===== src/rtl/div_iter_if.sv =====
// Handshake and result bundle between the EX stage and the iterative divider.
// The slave modport is the divider side; the master modport is the pipeline side.
interface div_iter_if #(
    parameter int WIDTH = 32
);
    logic             startE;
    logic             signedE;
    logic [WIDTH-1:0] srcaE;
    logic [WIDTH-1:0] srcbE;
    logic             cancel;
    logic             div_stallE;
    logic             div_validE;
    logic [WIDTH-1:0] hiE;
    logic [WIDTH-1:0] loE;

    modport slave (
        input  startE,
        input  signedE,
        input  srcaE,
        input  srcbE,
        input  cancel,
        output div_stallE,
        output div_validE,
        output hiE,
        output loE
    );

    modport master (
        output startE,
        output signedE,
        output srcaE,
        output srcbE,
        output cancel,
        input  div_stallE,
        input  div_validE,
        input  hiE,
        input  loE
    );
endinterface


===== src/rtl/div_iter.sv =====
// Radix-2 restoring divider for DIV/DIVU in EX: one quotient bit per cycle on operand
// magnitudes, sign fix-up on the final iteration, HI = remainder and LO = quotient.
module div_iter #(
    parameter int WIDTH = 32
) (
    input  logic       clk,
    input  logic       resetn,
    div_iter_if.slave  bus
);
    localparam logic [1:0] S_IDLE = 2'd0;
    localparam logic [1:0] S_BUSY = 2'd1;
    localparam logic [1:0] S_DONE = 2'd2;
    localparam logic [5:0] LAST_COUNT = 6'(WIDTH - 1);

    logic [1:0]       r_state;
    logic [1:0]       w_stateNext;
    logic [5:0]       r_count;
    logic [WIDTH-1:0] r_rem;
    logic [WIDTH-1:0] r_quo;
    logic [WIDTH-1:0] r_absB;
    logic [WIDTH-1:0] r_dividend;
    logic             r_negQ;
    logic             r_negR;
    logic             r_divZero;
    logic [WIDTH-1:0] r_hi;
    logic [WIDTH-1:0] r_lo;

    logic             w_isIdle;
    logic             w_isBusy;
    logic             w_accept;
    logic             w_lastIter;
    logic             w_finish;
    logic             w_aNeg;
    logic             w_bNeg;
    logic [WIDTH-1:0] w_absA;
    logic [WIDTH-1:0] w_absB;
    logic [WIDTH:0]   w_remShift;
    logic [WIDTH:0]   w_trial;
    logic             w_trialOk;
    logic [WIDTH-1:0] w_remNext;
    logic [WIDTH-1:0] w_quoNext;
    logic [WIDTH-1:0] w_hiFinal;
    logic [WIDTH-1:0] w_loFinal;

    assign w_isIdle   = (r_state == S_IDLE);
    assign w_isBusy   = (r_state == S_BUSY);
    assign w_accept   = w_isIdle & bus.startE & ~bus.cancel;
    assign w_lastIter = (r_count == LAST_COUNT);
    assign w_finish   = w_isBusy & w_lastIter & ~bus.cancel;

    assign w_aNeg = bus.signedE & bus.srcaE[WIDTH-1];
    assign w_bNeg = bus.signedE & bus.srcbE[WIDTH-1];
    assign w_absA = w_aNeg ? -bus.srcaE : bus.srcaE;
    assign w_absB = w_bNeg ? -bus.srcbE : bus.srcbE;

    // The remainder stays below |b|, so a non-negative trial always fits back in WIDTH bits.
    assign w_remShift = {r_rem, r_quo[WIDTH-1]};
    assign w_trial    = w_remShift - {1'b0, r_absB};
    assign w_trialOk  = ~w_trial[WIDTH];
    assign w_remNext  = w_trialOk ? w_trial[WIDTH-1:0] : w_remShift[WIDTH-1:0];
    assign w_quoNext  = {r_quo[WIDTH-2:0], w_trialOk};

    // Divide-by-zero bypasses sign correction and reports the raw dividend in HI.
    assign w_hiFinal = r_divZero ? r_dividend
                     : (r_negR ? -w_remNext : w_remNext);
    assign w_loFinal = r_divZero ? {WIDTH{1'b1}}
                     : (r_negQ ? -w_quoNext : w_quoNext);

    always_comb begin
        w_stateNext = S_IDLE;
        case (r_state)
            S_IDLE:  w_stateNext = w_accept ? S_BUSY : S_IDLE;
            S_BUSY:  w_stateNext = w_lastIter ? S_DONE : S_BUSY;
            S_DONE:  w_stateNext = S_IDLE;
            default: w_stateNext = S_IDLE;
        endcase
        if (bus.cancel) begin
            w_stateNext = S_IDLE;
        end
    end

    always_ff @(posedge clk or negedge resetn) begin
        if (!resetn) begin
            r_state    <= S_IDLE;
            r_count    <= '0;
            r_rem      <= '0;
            r_quo      <= '0;
            r_absB     <= '0;
            r_dividend <= '0;
            r_negQ     <= 1'b0;
            r_negR     <= 1'b0;
            r_divZero  <= 1'b0;
        end else begin
            r_state <= w_stateNext;
            if (w_accept) begin
                r_count    <= '0;
                r_rem      <= '0;
                r_quo      <= w_absA;
                r_absB     <= w_absB;
                r_dividend <= bus.srcaE;
                r_negQ     <= w_aNeg ^ w_bNeg;
                r_negR     <= w_aNeg;
                r_divZero  <= (bus.srcbE == '0);
            end else if (w_isBusy && !bus.cancel) begin
                r_count <= r_count + 6'd1;
                r_rem   <= w_remNext;
                r_quo   <= w_quoNext;
            end
        end
    end

    // HI/LO only change on a completed division; a cancel leaves the previous result intact.
    always_ff @(posedge clk or negedge resetn) begin
        if (!resetn) begin
            r_hi <= '0;
            r_lo <= '0;
        end else if (w_finish) begin
            r_hi <= w_hiFinal;
            r_lo <= w_loFinal;
        end
    end

    assign bus.div_stallE = w_accept | w_isBusy;
    assign bus.div_validE = (r_state == S_DONE);
    assign bus.hiE        = r_hi;
    assign bus.loE        = r_lo;
endmodule

===== src/flat_wrapper.sv =====
// flat-port wrapper written by rule: the top's interface ports become plain ports
module div_iter_flat 
#(
    parameter int WIDTH = 32
)
  (clk, resetn, bus_startE, bus_signedE, bus_srcaE, bus_srcbE, bus_cancel, bus_div_stallE, bus_div_validE, bus_hiE, bus_loE);
  div_iter_if #(.WIDTH(WIDTH)) bus_i ();
  input  logic clk;
  input  logic resetn;
  input wire logic [$bits(bus_i.startE)-1:0] bus_startE;
  input wire logic [$bits(bus_i.signedE)-1:0] bus_signedE;
  input wire logic [$bits(bus_i.srcaE)-1:0] bus_srcaE;
  input wire logic [$bits(bus_i.srcbE)-1:0] bus_srcbE;
  input wire logic [$bits(bus_i.cancel)-1:0] bus_cancel;
  output wire logic [$bits(bus_i.div_stallE)-1:0] bus_div_stallE;
  output wire logic [$bits(bus_i.div_validE)-1:0] bus_div_validE;
  output wire logic [$bits(bus_i.hiE)-1:0] bus_hiE;
  output wire logic [$bits(bus_i.loE)-1:0] bus_loE;
  assign bus_i.startE = bus_startE;
  assign bus_i.signedE = bus_signedE;
  assign bus_i.srcaE = bus_srcaE;
  assign bus_i.srcbE = bus_srcbE;
  assign bus_i.cancel = bus_cancel;
  assign bus_div_stallE = bus_i.div_stallE;
  assign bus_div_validE = bus_i.div_validE;
  assign bus_hiE = bus_i.hiE;
  assign bus_loE = bus_i.loE;
  div_iter #(.WIDTH(WIDTH)) u_core (.clk(clk), .resetn(resetn), .bus(bus_i));
endmodule

===== config.mk =====
export PLATFORM = sky130hd
export DESIGN_NAME = div_iter_flat
export DESIGN_NICKNAME = d
export VERILOG_FILES = /design/src/rtl/div_iter_if.sv /design/src/rtl/div_iter.sv /design/src/flat_wrapper.sv
export SDC_FILE = /design/constraint.sdc
export NUM_CORES = 1
export LEC_CHECK = 0
export BUFFER_PORTS_ARGS = -buffer_cell sky130_fd_sc_hd__buf_4
export CAP_MARGIN = 15
export CELL_PAD_IN_SITES_DETAIL_PLACEMENT = 1
export CELL_PAD_IN_SITES_GLOBAL_PLACEMENT = 2
export CORE_MARGIN = 1
export CORE_UTILIZATION = 35
export DETAILED_ROUTE_END_ITERATION = 7
export HOLD_SLACK_MARGIN = 0.12
export PLACE_DENSITY = 0.82
export SYNTH_ARGS = -nofsm -noshare
export SYNTH_HDL_FRONTEND = slang
export SYNTH_SLANG_ARGS = --single-unit

===== constraint.sdc =====
create_clock -name clk -period 12.1 [get_ports clk]
set_input_delay 1.815 -clock clk [delete_from_list [all_inputs] [get_ports clk]]
set_output_delay 1.815 -clock clk [all_outputs]
set_load 0.05 [all_outputs]

# Yosys cells after proc, flatten, opt, wreduce, memory -nomap -nowiden
# Cells that the tools add are included.
# Widths: inputs -> output; s select.
# totals
wordCells	52
output_inout_bits	66
inputBits	69
register_bits	203
# classes
n_addsub	6
eq_ne	3
mux	17
reduce_logical	5
bitwise_logic	10
# op_table
op	n
$mux 32	11
$neg 32->32	4
$sub 33x32->33	1
$logic_not 32->1	1
$mux 6	2
$add 6x1->6 const B	1
$and 1x1->1	6
$eq 6x5->1 const B	1
$mux 2	2
$pmux 2 s2	1
$eq 2x1->1 const B	1
$eq 2x2->1 const B	1
$logic_not 2->1	1
$not 1->1	2
$reduce_bool 2->1	1
$logic_and 1x1->1	1
$logic_not 1->1	1
$mux 1	1
$or 1x1->1	1
$xor 1x1->1	1

# Logic depth before layout (Yosys ltp)
# Gate-level depths: netlist (run 1).
# depth
depth_word	6
ltp_mapped	26
mapped_depth_nobuf	21

# Worst setup path before layout (run 1)
# No wires, ideal clock.
# synth_timing
path_type	input port to output port
start	input port bus_cancel
end	output port bus_div_stallE
path_buffers	3
required_ns	10.285
setup_slack_ns	6.855
cell_stages	6
t_arrival_ns	3.430
path_cell_list	nor2_1 nand3_1 clkbuf_1 clkbuf_1 clkbuf_1 o21ai_0
# synth_via
elab_chain_cells	3
# synth_lines
item	line	rtl
start, declared	flat_wrapper.sv:14	input wire logic [$bits(bus_i.cancel)-1:0] bus_cancel;
$not 1->1	div_iter.sv:47	assign w_accept = w_isIdle & bus.startE & ~bus.cancel;
$and 1x1->1	div_iter.sv:47	
$or 1x1->1	div_iter.sv:123	assign bus.div_stallE = w_accept | w_isBusy;
end, declared	flat_wrapper.sv:15	output wire logic [$bits(bus_i.div_stallE)-1:0] bus_div_stallE;
# No other way between the ends.

# Worst setup path in the final report (run 1)
# layout_timing
start	register u_core.r_quo[31]
end	register u_core.r_lo[26], in the netlist u_core.bus.loE[26]
# layout_via
elab_chain_cells	5
# layout_lines
item	line	rtl
start, declared	div_iter.sv:19	logic [WIDTH-1:0] r_quo;
start signal, assigned	div_iter.sv:98	r_quo <= w_absA;
start signal, assigned	div_iter.sv:107	r_quo <= w_quoNext;
$sub 33x32->33	div_iter.sv:58	assign w_trial = w_remShift - {1'b0, r_absB};
$not 1->1	div_iter.sv:59	assign w_trialOk = ~w_trial[WIDTH];
$neg 32->32	div_iter.sv:67	: (r_negQ ? -w_quoNext : w_quoNext);
$mux 32	div_iter.sv:67	
$mux 32	div_iter.sv:66	assign w_loFinal = r_divZero ? {WIDTH{1'b1}}
end signal, assigned	div_iter.sv:119	r_lo <= w_loFinal;
end, declared	div_iter.sv:26	logic [WIDTH-1:0] r_lo;
# No other way between the ends.
# A chain may end at the register's enable or synchronous reset.

==> metrics.md, run 1 <==
| Metric | Value |
|---|---|
| Status | complete, no violations |
| Syn Area/Cell | between 8 and 9 um^2 |
| Post-synthesis mux area share | about 2.5% |
| Ys flop type | dfrtp_1 |
| Die area | a little under 40,000 um^2 |
| Synth Area in Adders | 3.60% |
| Compound-Gate Fraction of Synth Area | approximately a quarter |
| Port Buffers | around 130 |
| Skew final | 18.8 ps |
| Fillers | 4,559 |
| GR Overflow Total | 0 |
| Worst-path clk slew | ~60 ps |
| Sw Share | 47.3% |
| Final Non-Filler Cells | 2,270 |
| Slew headroom | 22.8% |
| Setup TNS | 0 ps |
| Synthesized flop and latch total | 203 |
| CP max stage delay | 590 ps |
| R2r setup slk | 6180 ps |
| Combinational Power Share | 53.9% |
| Worst-Skew Late Latency | 560 ps |
| Critical Path RT | 12,520 ps |
| Share of flip-flops with an asynchronous set or reset | 100% |
| Pwr/cell area | ~240 nW/um^2 |
| Nets | 1,846 |
| Fmax achieved | 169 MHz |
| Synth Area in Simple Gates | 20.0% |
| Wire per inst | 21.6 um |
| Critical path class | reg2reg |
| Post-Synth XOR/XNOR Area | slightly above 8% |
| Cell Area, Synth | between 10,000 and 15,000 um^2 |
| Final min period | approximately 5900 ps |
| ANT nets after route | 0 |
| Period utilisation layout | 48.9% |
| Initial antenna violation count | 2 |
| WHS Path Cells | 2 |
| Clock Power Share | 21.8% |
| Psw | 1770 uW |
| Crit-path slowest cell | o41ai_1 |
| Number of synthesized flops with an enable pin | 0 |
| Slew Limit Fails | 0 |
| R2r worst-path depth | 22 |
| DPL Wire Length | 36.4 mm |
| Area grow syn2layout | 17.5% |
| First-pass iteration count of the detailed router | 5 |
| Worst slew pin tran | 1150 ps |
| DR iter-0 viols | 767 |
| RePlAce Congestion | just under 0.9 |
| Ys Warns | 0 |
| Clk sinks | roughly 200 |
| Final hold violations | 0 |
| Hold Path Sink | u_core.r_absB[30] |
| Internal | 1970 uW |
| Vias per Instance | about 5.6 |
| CTS Root Cell | clkbuf_16 |
| Via count | around 13k |
| Overall Global Routing Usage | around a quarter |
| Die Width | 198 um |
| Peak supply drop | 124 uV |
| TritonCTS Buffers | 26 |
| H-tree depth | 1 |
| Largest net degree at the start of global routing | 84 |
| Most frequent CP cell | inv_1 |
| Reg2reg end | u_core.bus.loE[26] |
| Setup repair bufs after CTS | 0 |
| Top-Level Pins | 135 |
| Setup repair after global routing missed its margin | no |
| Post-cts sizing count | 0 |
| Fraction of layout cells with a size suffix above 1 | between 10% and 20% |
| Largest family of logic cells by synthesized area | compound AO/OA/AOI/OAI gates |
| Routed WL | 48.9 mm |
| Crit start category | flop |
| FF/Latch Area | 5080 um^2 |
| Flop pwr share | between 20% and 30% |
| Vias in the first global route | 13.2k |
| CP max FO | 31 |
| Post-synthesis cell type count | 75 |
| CTS tree | yes |
| DRC | 0 |
| LEAKAGE | 0.00708 uW |
| Mapped Cells | roughly 1.7k |
| Seq/Total Area, Yosys | 37.9% |
| Mapped Nets | around 1.8k |
| Area contributors post-synth | dfrtp_1 38%, nand2_1 7.2%, o21ai_0 5.9%, a21oi_1 5.7%, xor2_1 4.1% |
| FP Rows | a little over 70 |
| MaxCap Viol Count | 0 |
| Launch point of the worst path | u_core.r_quo[31] |
| Initial core utilization | 35.6% |
| CORE AREA | 37,700 um^2 |
| Die height | 198 um |
| Min-Delay Path Class | reg2reg |
| CP arrival | 6350 ps |
| First-pass GRT wire length | between 70 and 80 mm |
| Multi-input gate area | between 7000 and 8000 um^2 |
| FF-to-FF Start | u_core.r_quo[31] |
| Area leader, netlist | dfrtp_1 |
| HP Start | u_core.r_absB[30] |
| Final setup viols | 0 |
| Type of destination of the critical path | flop |
| Synth top area share | 37.9% |
| CP Cell Sequence | inv_1 > ha_1 > inv_1 > fa_1 > a211oi_2 > nor2_2 > o311ai_4 > a21oi_2 > nor4_2 > buf_4 > nor2_4 > inv_1 > buf_4 > ha_1 > nand2b_1 > or3_1 > or2_2 > o41ai_1 > nand3_1 > a21oi_1 > xor2_1 > a21oi_1 |
| Hold buffer count at CTS | 0 |
| Placed insts | ~2.2k |
| Clock Path Buffers | 3 |
-- cell usage after synthesis, drive strengths merged, types with 26 or more instances --
| library cell | number |
|---|---|
| xor2 | 63 |
| inv | 62 |
| o21ai | 165 |
| dfrtp | 203 |
| clkbuf | 72 |
| a21oi | 156 |
| o31ai | 26 |
| xnor2 | 62 |
| a31oi | 27 |
| ha | 37 |
| nand2 | 258 |
| nor2 | 133 |
| nor3 | 36 |
-- cell families (layout without fill, tap and decap cells) --
logic type                 Yosys count  in the layout
buffers and inverters              154            260
muxes                               32             32
xor gates and xnor gates           125            125
DFF                                203            203
other                                0              1
adders and majority gates           38             38
and+or+nand+nor                    587            587
AOI/OAI and AO/OA                  513            513
-- layout make-up --
class	instances	area share (%)
diodes	1	0.0159
clock buffers	36	4.68
clock inverters	11	0.937
inverters	62	1.48
multi-input cells	1295	49.4
flip-flops and latches	203	32.2
well taps	511	4.06
repair buffers	151	7.23
-- flip-flops by register name, indices dropped and copies added (netlist names) --
signal	count
u_core.r_absB	32
u_core.bus.loE	32
u_core.r_state	2
u_core.r_divZero	1
u_core.r_quo	32
u_core.r_dividend	32
u_core.r_rem	32
u_core.bus.hiE	32
u_core.r_negR	1
u_core.r_count	6
u_core.r_negQ	1
-- per-layer routing --
metal,track usage (%),share of wire [%],vias to the layer above
li1,-,-,6029
met1,36.0,48,6375
met2,40.2,45,293
met3,3.61,5.2,64
met4,6.14,1.9,0
met5,0,0,-
-- per-stage QoR --
stage	hold slack (ps)	utilization, %	total power (uW)	instance area, um^2	setup slack [ps]
2_1_floorplan	438	-	2260	13400	6860
3_3_place_gp	455	39.5	2870	14900	6490
3_5_place_dp	458	39.5	2910	14900	6240
4_1_cts	479	41.8	3740	15800	6150
5_1_grt	490	41.8	3990	15800	5760
6_report	476	41.8	3750	15800	6180
-- how the worst max path moves through the flow --
stage | end | slack (ps) | cells past startpoint
global route | u_core.bus.loE[26] | 5760 | 22
finish | u_core.bus.loE[26] | 6180 | 22
CTS | u_core.bus.loE[26] | 6150 | 21
global placement | u_core.bus.loE[26] | 6490 | 21
detailed placement | u_core.bus.loE[26] | 6240 | 21
floorplan | bus_div_stallE | 6860 | 6
-- layout by cell type (no fill, tap or decap), drive strengths merged, types with 12 or more instances in the layout --
cell type  netlist  final
o22ai           14     14
xor2            63     63
mux2i           22     22
a21oi          156    156
a22o            12     12
and3            14     14
or3             16     16
o21ai          165    165
nor2           133    133
nor3            36     36
buf             20    150
a21o            15     15
a31oi           27     27
o31ai           26     26
nand2          258    258
o21a            16     16
nor4            22     22
dfrtp          203    203
nand2b          13     13
nand3           25     25
nand4           13     13
clkbuf          72     37
xnor2           62     62
inv             62     62
ha              37     37
and2            13     13
-- worst max-delay path, delay by kind of cell, from the launching register on --
kind / cells / cell delay (ps)
AOI/OAI and AO/OA: 6 / 1710
xor gates and xnor gates: 1 / 160
adders and majority gates: 3 / 850
buffers and inverters: 5 / 840
DFF: 1 / 390
and+or+nand+nor: 7 / 1840
-- power by group through the flow --
stage | logic [uW] | registers (uW) | clock network (uW)
5_1_grt | 2200 | 927 | 854
4_1_cts | 2000 | 910 | 828
3_3_place_gp | 1950 | 917 | 0
3_5_place_dp | 1980 | 921 | 0
6_report | 2020 | 912 | 815
2_1_floorplan | 1390 | 868 | 0
(Power assumes the default switching activity.)
==> run 2: changes to the inputs <==
ABC_AREA = 1   (was default)
CORE_UTILIZATION = 34   (was 35)
PLACE_DENSITY = 0.85   (was 0.82)
clock period = 6 ns   (was 12.1 ns; I/O delays follow)
==> run 2 against run 1 <==
Effect of this change: setup slack worse by 4800 ps; flip-flop and latch count stayed put; worst hold slack lost 130 ps; maximum frequency increased by 27%; synthesized cell count up 31%.
==> metrics.md, run 2 <==
| Metric | Value |
|---|---|
| DR iter-0 viols | between 900 and 1k |
| First-pass GRT wire length | 87.1 mm |
| Fraction of layout cells with a size suffix above 1 | a little under an eighth |
| Count leader, synth | nand2_1 |
| Mapped Nets | 2,271 |
| Ys Warns | 0 |
| Initial antenna violation count | 2 |
| Most crowded layer after global routing | met2 |
| Seq/Total Area, Yosys | 35.2% |
| Final hold violations | 0 |
| CTS tree | yes |
| Critical Path RT | roughly 6500 ps |
| Final core occ | roughly 40% |
| Synthesized flop and latch total | just over 200 |
| Area grow syn2layout | 16.4% |
| Initial core utilization | 34.4% |
| H-tree depth | 1 |
| # diodes | 0 |
| Synth top area share | between 30% and 40% |
| Final min period | 4670 ps |
| DP Worst Slack | between 1000 and 1500 ps |
| FF/Latch Area | about 5000 um^2 |
| Ys flop type | dfrtp_1 |
| Setup TNS | 0 ps |
| Grt met3 use | approximately 2.9% |
| TritonCTS Buffers | 26 |
| Area leader, netlist | dfrtp_1 |
| Synth Area in Adders | under 10% |
| Vias in the first global route | 15.0k |
| Number of synthesized flops with an enable pin | 0 |
| FP Rows | 75 |
| Largest net degree at the start of global routing | 102 |
| Port Buffers | 134 |
| Fmax achieved | 214 MHz |
| Nets | 2,375 |
| R2r worst-path depth | 26 |
| RePlAce Congestion | roughly 0.9 |
| Most frequent cells in the layout | 653 x nand2_1, 317 x inv_1, 203 x dfrtp_1 |
| LEAKAGE | ~0.0089 uW |
| Routed WL | 55.4 mm |
| Hold buffer count at CTS | 0 |
| Skew final | 23.4 ps |
| Post-Synth XOR/XNOR Area | 3.76% |
| Area contributors post-synth | dfrtp_1 35%, nand2_1 17%, inv_1 8.2%, o21ai_0 5.0%, nor2_1 4.5% |
| Min setup slack post-route | 1330 ps |
| Pwr/cell area | 527 nW/um^2 |
| CTS Root Cell | clkbuf_16 |
| Slew headroom | slightly below 30% |
| DPL Wire Length | roughly 43 mm |
| Type of destination of the critical path | flop |
| Die Width | 208 um |
| Setup repair bufs after CTS | 0 |
| MaxCap Viol Count | 0 |
| Leading cell type in the layout, fill and taps excluded | nand2_1 |
| Largest family of logic cells by synthesized area | simple AND/OR/NAND/NOR gates |
| Via count | 14.6k |
| Setup repair after global routing missed its margin | no |
| Post-cts sizing count | 0 |
| Period utilisation layout | 77.8% |
| Worst-path clk slew | 60 ps |
| Vias per Instance | 5.16 |
| Worst-Skew Late Latency | 560 ps |
| First-pass iteration count of the detailed router | 5 |
| DRC | 0 |
| ANT nets after route | 0 |
| CORE AREA | approximately 42,000 um^2 |
| Met1 Track Usage GR | 36.9% |
| Crit start category | flop |
| CP arrival | 5120 ps |
| Post-synthesis cell type count | between 50 and 60 |
| Overall power | 8860 uW |
| Die height | 208 um |
| Cell Area, Synth | 14,400 um^2 |
| Met2 Use GR | 41.8% |
| Clk sinks | just over 200 |
| Slew Limit Fails | 0 |
| Clock Path Buffers | 3 |
| CP max FO | 10 |
| Worst slew pin tran | about 1100 ps |
| Synth Area in Simple Gates | 32.2% |
| Status | complete, no violations |
| Die area | 43,300 um^2 |
| Post-synthesis mux area share | 0% |
| Top cells by count, synth | 653 x nand2_1, 317 x inv_1, 203 x dfrtp_1, 174 x nor2_1, 145 x o21ai_0 |
| Multi-input gate area | 7790 um^2 |
| Compound-Gate Fraction of Synth Area | between 10% and 20% |
| Mapped Cells | 2,164 |
| Share of flip-flops with an asynchronous set or reset | 100% |
| Min-Delay Path Class | in2async |
| Peak supply drop | around 280 uV |
| Final setup viols | 0 |
| Fillers | about 5.4k |
| GR Overflow Total | 0 |
| Critical path class | reg2reg |
| Wire per inst | 19.6 um |
| Syn Area/Cell | about 6.7 um^2 |
| Overall Global Routing Usage | 25.8% |
| Top-Level Pins | approximately 140 |
-- run 2: cell count changes in the layout (fill, tap and decap cells not counted), sizes merged, moves of 20 or more --
cell   previous run  this run
nor2            133       194
nand2           258       685
inv              62       332
nand3            25       124
xnor2            62        13
a21oi           156       101
o31ai            26         6
o22ai            14        38
mux2i            22         0
-- run 2: worst paths after layout --
path                                       from                    to  slack [ps]
max                            u_core.r_quo[31]    u_core.bus.loE[28]        1330
max in group asynchronous                resetn     u_core.r_absB[18]        4190
min                                      resetn     u_core.r_absB[26]         350
max reg2reg                    u_core.r_quo[31]    u_core.bus.loE[28]        1330
min in group clk           u_core.r_dividend[3]  u_core.r_dividend[3]         470
min reg2reg                u_core.r_dividend[3]  u_core.r_dividend[3]         470
-- run 2: per-layer routing --
layer / share of wire [%] / up-vias
met5: 0.020 / -
met4: 1.7 / 2
met3: 3.8 / 53
met2: 46 / 255
met1: 49 / 7153
li1: - / 7133
-- run 2: power breakdown --
group	leakage, uW	internal (uW)	switching [uW]
Clock	0.000433	981	646
Sequential	0.00260	1590	230
Combinational	0.00585	1600	3810
Total	0.00887	4180	4680
-- run 2: worst max-delay path, cell delays in order, from the launching register on --
cell and delay [ps]:
dfrtp_1 390, inv_1 70, ha_1 130, inv_1 70, fa_1 400, nand2_1 110
nand2_1 100, nand3_1 120, nand2_2 110, nand2_2 110, nand2_4 60, nand2_4 100
nand3_4 150, nand2_4 140, ha_1 160, inv_1 60, nor3_1 290, nand3_1 150
nor3_1 240, nand2_1 120, nor2_1 290, nand4_1 230, o31ai_1 420, o21ai_0 190
xor2_1 170, o22ai_1 120, inv_1 60
-- run 2: stage by stage --
stage / instance area (um^2) / hold slack, ps / cells
floorplan: 14400 / 437 / 2164
detailed placement: 15900 / 459 / 2778
global route: 16800 / 418 / 2826
global placement: 15900 / 448 / 2778
finish: 16800 / 349 / 2826
CTS: 16800 / 425 / 2825
-- run 2: area by class of cell --
cell class | instances | area share (%)
sequential | 203 | 30.2
clock inverter | 6 | 0.543
multi-input combinational | 1556 | 46.3
tap | 539 | 4.01
timing repair buffer | 148 | 6.77
clock buffer | 41 | 4.68
inverter | 333 | 7.44
-- run 2: cells by family (layout without fill, tap and decap cells) --
logic type                 after synthesis  count (layout)
AOI/OAI and AO/OA                      371             371
adders and majority gates               38              38
and+or+nand+nor                       1085            1085
xor gates and xnor gates                62              62
DFF                                    203             203
buffers and inverters                  405             528
==> run 3: changes to the inputs <==
CORE_UTILIZATION = 30   (was 34)
PLACE_DENSITY = 0.79   (was 0.85)
clock period = 4.05 ns   (was 6 ns; I/O delays follow)
==> run 3 against run 2 <==
Effect of this change: the flow now finishes with violations (design-rule violations); non-clock buffer count up 115; flip-flop and latch count is the same; clock skew shrank 12 ps; clock power up 47%; sequential share of layout area is 1.8 points lower; maximum frequency is 20% higher; die area grew 13%; utilization shrank 2.5 points.
==> metrics.md, run 3 (synthesized netlist as in run 2, its figures left out) <==
| Metric | Value |
|---|---|
| CP max FO | 4 |
| Nets | approximately 2.5k |
| Final setup viols | 0 |
| Status | finished, violations left |
| FP Rows | 80 |
| Reg2reg end | u_core.bus.loE[24] |
| Area grow syn2layout | 23.9% |
| Overall power | roughly 14,000 uW |
| # diodes | 0 |
| Violated checks | design-rule violations |
| RePlAce Congestion | between 0.8 and 0.9 |
| Peak supply drop | a little over 400 uV |
| Hold buffer count at CTS | 0 |
| Top-Level Pins | approximately 140 |
| Largest net degree at the start of global routing | 92 |
| Vias in the first global route | around 16k |
| Final Non-Filler Cells | 3,018 |
| DRC | 1 |
| Worst-path clk slew | approximately 60 ps |
| Via count | 15.0k |
| MaxCap Viol Count | 0 |
| FF-to-FF Start | u_core.r_quo[31] |
| CP bufs+invs | 7 |
| Period utilisation layout | between 90% and 100% |
| Die area | 49,000 um^2 |
| Die height | 221 um |
| CP top delay family | simple AND/OR/NAND/NOR gates |
| First-pass iteration count of the detailed router | 7 |
| Final hold slack | 106 ps |
| CP arrival | 4390 ps |
| Worst-Skew Late Latency | about 560 ps |
| Final core occ | 37.5% |
| Placed insts | 2,963 |
| Skew final | 11.1 ps |
| Slew headroom | 40.0% |
| Setup TNS | 0 ps |
| Wire per inst | 18.7 um |
| CP max stage delay | 390 ps |
| GR Overflow Total | 0 |
| Crit start category | flop |
| R2r worst-path depth | 28 |
| Critical Path RT | 4550 ps |
| First-pass GRT wire length | 89.8 mm |
| Critical path class | reg2reg |
| CTS Root Cell | clkbuf_16 |
| Most frequent cells in the layout | 650 x nand2_1, 316 x inv_1, 256 x buf_4 |
| Pwr/cell area | 793 nW/um^2 |
| Clk sinks | 203 |
| Port Buffers | approximately 130 |
| ANT nets after route | 0 |
| Initial antenna violation count | 0 |
| Clock Path Buffers | 3 |
| Overall Global Routing Usage | roughly a quarter |
| Leading cell type in the layout, fill and taps excluded | nand2_1 |
| Die Width | 221 um |
| Initial core utilization | a little under a third |
| DPL Wire Length | between 40 and 50 mm |
| Fmax achieved | 257 MHz |
| Routed WL | roughly 57 mm |
| R2r setup slk | 150 ps |
| Cell depth of the worst setup path | 28 |
| CTS tree | yes |
| H-tree depth | 1 |
| CORE AREA | about 48,000 um^2 |
| Crit-path slowest cell | dfrtp_1 |
| Most frequent CP cell | nand2_2 |
| Vias per Instance | about 5 |
| Final min period | 3900 ps |
| Worst slew pin tran | 899 ps |
| Final hold violations | 0 |
| LEAKAGE | 0.00947 uW |
| Fraction of layout cells with a size suffix above 1 | 17.1% |
| TritonCTS Buffers | 26 |
| Min-Delay Path Class | in2async |
| DR iter-0 viols | 987 |
| Type of destination of the critical path | flop |
| Slew Limit Fails | 0 |
## run 3: final cells by class
type	count	area [um^2]
Fill cell	6114	29800
Multi-Input combinational cell	1556	7870
Sequential cell	203	5080
Timing Repair Buffer	263	2060
Inverter	333	1250
Tap cell	615	769
Clock buffer	31	709
Clock inverter	17	151
## run 3: timing repair
action,4_1_cts,5_1_grt
pin swaps,1,8
setup endpoints to repair,5,19
setup buffers,0,6
resized for setup,4,20
## run 3: how the worst max path moves through the flow
| stage | from | slack, ps | endpoint |
|---|---|---|---|
| 2_1_floorplan | u_core.r_quo[31] | 90 | u_core.bus.loE[28] |
| 3_3_place_gp | u_core.r_quo[31] | -190 | u_core.bus.loE[28] |
| 3_5_place_dp | u_core.r_quo[31] | -220 | u_core.bus.loE[28] |
| 4_1_cts | u_core.r_quo[31] | -10 | u_core.bus.loE[28] |
| 5_1_grt | u_core.r_quo[31] | -40 | u_core.bus.loE[24] |
| 6_report | u_core.r_quo[31] | 150 | u_core.bus.loE[24] |
## run 3: power breakdown
part / leakage (uW) / internal (uW) / switching [uW]
logic: 0.00644 / 3160 / 5970
registers: 0.00260 / 2360 / 303
clock network: 0.000433 / 1380 / 1020
total: 0.00947 / 6900 / 7290
## run 3: metal layers
metal  wire length [um]  share of wire [%]  GRT usage, %  vias up
met3               2050                3.6          2.07       66
met1              26900                 47          32.7     7317
met5                  0                  0             0        -
met2              26300                 47          38.3      250
met4               1340                2.4          6.32        0
li1                   -                  -             -     7373
## run 3: stage by stage
| stage | setup slack (ps) | instance area [um^2] |
|---|---|---|
| 4_1_cts | -13.7 | 17700 |
| 3_5_place_dp | -216 | 16900 |
| 6_report | 152 | 17900 |
| 3_3_place_gp | -186 | 16900 |
| 2_1_floorplan | 85.4 | 14400 |
| 5_1_grt | -36.8 | 17900 |
